$ cat src/rtl/angle_buttons.sv
// Multi-channel push-button angle accumulator with modular wrap and hold-to-accelerate stepping.
// Buttons and direction are synchronised; update and zero strobes are already in the clk domain.
module angle_buttons #(
  parameter int              NUM_CH        = 3,
  parameter int              WIDTH         = 32,
  parameter longint unsigned STEP          = 64'd4915200,
  parameter longint unsigned MODULUS       = 64'd3019898880,
  parameter int              SYNC_STAGES   = 2,
  parameter int              ACCEL_UPDATES = 8,
  parameter int              MAX_SHIFT     = 2
) (
  input  logic                    i_clk,
  input  logic                    i_reset,
  input  logic [NUM_CH-1:0]       i_buttons,
  input  logic                    i_reverse,
  input  logic                    i_update,
  input  logic [NUM_CH-1:0]       i_zero,
  output logic [NUM_CH*WIDTH-1:0] o_angle
);

  localparam int SYNC_N = (SYNC_STAGES < 2) ? 2 : SYNC_STAGES;
  localparam int LVL_W  = (MAX_SHIFT > 0) ? $clog2(MAX_SHIFT + 1) : 1;
  localparam int CNT_W  = (ACCEL_UPDATES > 1) ? $clog2(ACCEL_UPDATES) : 1;
  localparam bit ACCEL_EN = (ACCEL_UPDATES != 0);

  localparam logic [WIDTH:0]     MOD_X    = (WIDTH+1)'(MODULUS);
  localparam logic [WIDTH:0]     STEP_X   = (WIDTH+1)'(STEP);
  localparam logic [LVL_W-1:0]   LVL_MAX  = LVL_W'(MAX_SHIFT);
  localparam logic [CNT_W-1:0]   CNT_LAST = (ACCEL_UPDATES > 0) ? CNT_W'(ACCEL_UPDATES - 1) : '0;

  // Top bit of each stage carries the direction level, the rest the buttons.
  logic [NUM_CH:0] sync_q [SYNC_N];
  logic [NUM_CH-1:0] btn_s;
  logic              rev_s;

  always_ff @(posedge i_clk) begin
    if (i_reset) begin
      for (int s = 0; s < SYNC_N; s++) sync_q[s] <= '0;
    end else begin
      sync_q[0] <= {i_reverse, i_buttons};
      for (int s = 1; s < SYNC_N; s++) sync_q[s] <= sync_q[s-1];
    end
  end

  assign btn_s = sync_q[SYNC_N-1][NUM_CH-1:0];
  assign rev_s = sync_q[SYNC_N-1][NUM_CH];

  for (genvar c = 0; c < NUM_CH; c++) begin : g_ch
    logic [WIDTH-1:0] angle;
    logic [LVL_W-1:0] level;
    logic [CNT_W-1:0] hold_cnt;
    logic [WIDTH:0]   step;
    logic [WIDTH:0]   angle_x;
    logic [WIDTH:0]   sum_up;
    logic [WIDTH-1:0] next_angle;

    // One extra bit keeps angle+step and angle+MODULUS from overflowing before the wrap.
    always_comb begin
      step    = STEP_X << level;
      angle_x = {1'b0, angle};
      sum_up  = angle_x + step;
      next_angle = '0;
      if (rev_s) begin
        if (angle_x < step) next_angle = WIDTH'(angle_x + MOD_X - step);
        else                next_angle = WIDTH'(angle_x - step);
      end else begin
        if (sum_up >= MOD_X) next_angle = WIDTH'(sum_up - MOD_X);
        else                 next_angle = WIDTH'(sum_up);
      end
    end

    always_ff @(posedge i_clk) begin
      if (i_reset || i_zero[c]) begin
        angle    <= '0;
        level    <= '0;
        hold_cnt <= '0;
      end else if (!btn_s[c]) begin
        level    <= '0;
        hold_cnt <= '0;
      end else if (i_update) begin
        angle <= next_angle;
        if (ACCEL_EN) begin
          if (hold_cnt == CNT_LAST) begin
            hold_cnt <= '0;
            if (level != LVL_MAX) level <= level + LVL_W'(1);
          end else begin
            hold_cnt <= hold_cnt + CNT_W'(1);
          end
        end
      end
    end

    assign o_angle[c*WIDTH +: WIDTH] = angle;
  end

endmodule

$ cat config.mk
export PLATFORM = sky130hd
export DESIGN_NAME = angle_buttons
export DESIGN_NICKNAME = d
export VERILOG_FILES = /design/src/rtl/angle_buttons.sv
export SDC_FILE = /design/constraint.sdc
export NUM_CORES = 1
export LEC_CHECK = 0
export CORE_AREA = 3 3 155 157
export CTS_BUF_LIST = sky130_fd_sc_hd__clkbuf_8
export DETAILED_ROUTE_END_ITERATION = 16
export DIE_AREA = 0 0 158 160
export GPL_TIMING_DRIVEN = 0
export PLACE_DENSITY = 0.67
export SLEW_MARGIN = 30
export SYNTH_ARGS = -nofsm -noshare
export SYNTH_HDL_FRONTEND = slang
export SYNTH_SLANG_ARGS = --single-unit
$ cat constraint.sdc
create_clock -name i_clk -period 4.89 [get_ports i_clk]
set_input_delay 0.978 -clock i_clk [delete_from_list [all_inputs] [get_ports i_clk]]
set_output_delay 0.978 -clock i_clk [all_outputs]
set_load 0.01 [all_outputs]
==> flow_metrics.py <==
metrics = {
    "synthesis": {
        "async_set_or_reset_register_ratio_after_synthesis_pct": 0,
        "post_synthesis_instance_total": 1339,
        "synth.yosys.seq_area_share_pct": 14.0,
        "synthesis.area_sq_um": 10200,
        "seq_cells_post_synth": 71,
        "synth-edff-count": 0,
        "synth.distinct_cells": 77,
        "synth.top_cell.area_share_pct": 17.3,
        "post_synth_main_area_contributors": "ha_1 (17%), dfxtp_1 (14%), xnor2_1 (6.7%)",
        "yosysTopAreaCell": "ha_1",
        "synth_flop_cell": "dfxtp_1",
        "yosys_warnings": 0,
        "syn_avg_cell_area_sq_um": 7.58,
    },
    "floorplan": {
        "row_count": 55,
        "floorplan.initialDensity_pct": 44.8,
        "io_pins": 106,
        "chipWidth_um": 158,
        "area_of_the_die_sq_um": 25300,
        "fp.coreArea_sq_um": 22600,
        "chipHeight_um": 160,
    },
    "global_route": {
        "gr-usage-all-layers_pct": 24.4,
        "number_of_global_route_vias_before_repair": 9383,
        "grt_antenna_before_repair": 0,
        "grt_max_degree": 14,
        "grt-ovfl-total": 0,
        "grt_pass1_wl_um": 49600,
    },
    "clock_tree": {
        "insertion_delay_ns": 0.39,
        "cts-buffers-inserted": 9,
        "cts_tree": "built",
        "cts.reportedPaths.clkPinSlew_ns": 0.10,
        "post_cts_hold_buffer_count": 0,
        "cts_num_sinks": 71,
        "cts.path.max_buffers": 2,
        "cts_root_buffer": "clkbuf_8",
        "cts.htree.levels": 3,
    },
    "place": {
        "finalWeightedCongestion": 0.929,
        "io_buffer_count": 57,
        "pre_cts_slack_ns": -0.707,
        "detailed_place_hpwl_um": 24200,
    },
    "detailed_routing": {
        "drtPass1Iterations": 5,
        "post_route_drc": 0,
        "ant_nets": 0,
        "totalWireLength_um": 31700,
        "drt_wl_cell_um": 18.1,
        "post_drt_via_cell_ratio": 5.71,
        "drtIter0Drc": 874,
        "vias": 10024,
    },
    "cells_and_area": {
        "filler_cell_count": 2209,
        "diodes": 0,
        "syn_to_final_growth_pct": 16.0,
        "nets": 1649,
        "fraction_of_layout_instances_using_a_drive_strength_above_1_pct": 8.98,
        "final-seq-area_sq_um": 1430,
        "footprint_of_the_multi_input_gates_sq_um": 8060,
    },
    "min_path": {
        "worst_hold_launch": "sync_q[0][3]$_SDFF_PP0_",
        "timing.hold.worst_endpoint": "sync_q[0][7]$_SDFF_PP0_",
        "hp-class": "reg -> reg",
        "timing.hold.worst_path_depth": 1,
    },
    "critical_path": {
        "r2r-end": "g_ch[0].angle[30]$_SDFFE_PP0P_",
        "critical_path_arrival_ns": 5.03,
        "reg2reg_from": "g_ch[0].level[0]$_SDFFE_PP0P_",
        "delay_of_the_slowest_cell_on_the_worst_path_ns": 0.56,
        "worstRegToRegCells": 19,
        "critical_path_class": "reg -> reg",
        "cp.required_ns": 5.14,
        "cpMostUsedCell": "inv_1",
        "critical-path-slowest-cell": "or4_1",
        "start_kind": "flip-flop",
        "timing.critical_path.fanout_max": 5,
        "cp_cell_sequence": "inv_1 > ha_2 > ha_1 > inv_1 > fa_1 > nand3b_1 > a2111oi_4 > a2111oi_4 > a21oi_2 > xnor2_1 > inv_1 > ha_1 > nand4_1 > or4_1 > o31ai_4 > nand3_1 > nor3_1 > o21a_1 > nor3_1",
        "r2r_setup_slack_ns": 0.12,
        "worstSetupEndpointType": "flip-flop",
    },
    "timing": {
        "finalSetupViolCount": 0,
        "worst_hold_slack_ns": 0.449,
        "slew_violations": 0,
        "tightestPinTransition_ns": 0.948,
        "worst_slew_margin_rel_pct": 36.4,
        "final.min_clock_period_ns": 4.77,
        "final_hold_viol_count": 0,
        "period_share_pct": 97.6,
        "setup-tns-final_ns": 0,
        "timing.final.ws_setup_ns": 0.115,
        "max_freq_mhz": 209,
        "grt_setup_unrepaired": "true",
        "fin_skew_ns": 0.0170,
    },
    "outcome": {
        "status": "complete, no violations",
    },
    "power_and_ir_drop": {
        "power_per_cell_area_nw_per_um2": 114,
        "p_leak_nw": 4.99,
        "design_power_total_mw": 1.34,
        "ir_drop_v": 0.000103,
    },
    "job": {
        "maxCapViolCount": 0,
    },
}
-- how the worst max path moves through the flow --
stage                                  start                        endpoint  slack, ns  cells after the start
5_1_grt        g_ch[0].level[0]$_SDFFE_PP0P_  g_ch[0].angle[30]$_SDFFE_PP0P_      -0.02                     19
3_3_place_gp   g_ch[1].level[0]$_SDFFE_PP0P_  g_ch[1].angle[30]$_SDFFE_PP0P_      -0.62                     20
2_1_floorplan  g_ch[1].level[1]$_SDFFE_PP0P_  g_ch[1].angle[30]$_SDFFE_PP0P_       0.34                     18
4_1_cts        g_ch[0].level[0]$_SDFFE_PP0P_  g_ch[0].angle[30]$_SDFFE_PP0P_       0.05                     19
6_report       g_ch[0].level[0]$_SDFFE_PP0P_  g_ch[0].angle[30]$_SDFFE_PP0P_       0.12                     19
3_5_place_dp   g_ch[1].level[0]$_SDFFE_PP0P_  g_ch[1].angle[30]$_SDFFE_PP0P_      -0.71                     20
-- layer usage --
layer | GRT usage (%) | vias to the layer above | wire length [um]
li1 | - | 4851 | -
met1 | 34.4 | 4688 | 14100
met2 | 37.8 | 408 | 14300
met3 | 2.47 | 77 | 2210
met4 | 10.0 | 0 | 1140
met5 | 0 | - | 0
-- critical path: cells and delay by family (launching register included) --
| kind | cells | cell delay [ns] |
|---|---|---|
| simple gates | 6 | 1.40 |
| compound gates | 5 | 1.22 |
| fa+ha+maj | 4 | 1.10 |
| flops | 1 | 0.37 |
| buf+inv | 3 | 0.37 |
| xor+xnor | 1 | 0.17 |
-- cell usage after synthesis (22+ instances only) --
library cell / n
a211oi_1: 26
a21oi_1: 96
a31oi_1: 29
buf_4: 48
clkbuf_1: 49
dfxtp_1: 71
fa_1: 33
ha_1: 140
inv_1: 125
nand2_1: 92
nand2b_1: 22
nand3_1: 36
nor2_1: 114
nor2b_1: 25
nor3_1: 42
o21ai_0: 60
xnor2_1: 78
-- flip-flops by register name, summed over array words and instances (netlist names) --
register / count
g_ch.angle: 48
g_ch.hold_cnt: 9
g_ch.level: 6
sync_q: 8
-- cells in the final DEF, fill, tap and decap left out, types with 8 or more instances in the layout --
| master | Yosys | final |
|---|---|---|
| nand2b_1 | 22 | 22 |
| ha_1 | 140 | 132 |
| a211oi_1 | 26 | 26 |
| o21ai_0 | 60 | 59 |
| o31ai_1 | 13 | 11 |
| fa_1 | 33 | 32 |
| or2_2 | 8 | 8 |
| nand3_1 | 36 | 34 |
| a31oi_1 | 29 | 29 |
| nand4_1 | 11 | 11 |
| conb_1 | 1 | 48 |
| clkbuf_8 | 0 | 9 |
| clkbuf_1 | 49 | 49 |
| or3_1 | 10 | 10 |
| buf_4 | 48 | 61 |
| nand2_1 | 92 | 92 |
| and3_1 | 10 | 10 |
| o22ai_1 | 9 | 9 |
| dfxtp_1 | 71 | 67 |
| a311oi_1 | 16 | 16 |
| xor2_1 | 16 | 16 |
| nor2b_1 | 25 | 25 |
| nor2_1 | 114 | 113 |
| a21oi_1 | 96 | 94 |
| inv_1 | 125 | 122 |
| o211ai_1 | 19 | 19 |
| a21o_1 | 8 | 8 |
| mux2i_1 | 18 | 18 |
| nor3_1 | 42 | 42 |
| xnor2_1 | 78 | 76 |
| clkdlybuf4s50_1 | 0 | 57 |
-- where the power goes --
group | internal, mW | leakage, nW | switching (mW)
clock network | 0.237 | 0.0883 | 0.283
logic | 0.0874 | 4.32 | 0.140
registers | 0.583 | 0.577 | 0.00709
total | 0.907 | 4.99 | 0.431
-- through the flow --
| step | instance area (sq um) | cells | util [%] |
|---|---|---|---|
| floorplan | 10300 | 1386 | - |
| global placement | 11300 | 1728 | 49.7 |
| detailed placement | 11300 | 1728 | 49.7 |
| CTS | 11600 | 1747 | 51.3 |
| global route | 11800 | 1755 | 52.0 |
| finish | 11800 | 1755 | 52.0 |
-- layout make-up --
cell class	count	area share, %
Tap cell	285	3.03
Inverter	126	4.12
Buffer	105	5.00
Multi-Input combinational cell	1084	68.4
Sequential cell	71	12.2
Clock buffer	9	1.05
Timing Repair Buffer	69	5.61
Clock inverter	6	0.595
-- kinds of logic after synthesis --
family / share of synthesized area, %
compound gates: 22.3
other cells: 0.0369
fa+ha+maj: 23.8
flops: 14.0
buf+inv: 10.4
mux: 2.00
simple gates: 19.3
xor+xnor: 8.11
-- what timing repair did --
action | CTS | global route
gates resized for setup | 34 | 20
setup buffers | 4 | 8
pin swaps | 6 | 11
endpoints found under the setup margin | 7 | 7
endpoints found under the hold margin | 0 | 0
Power figures use the tool's default switching activity.
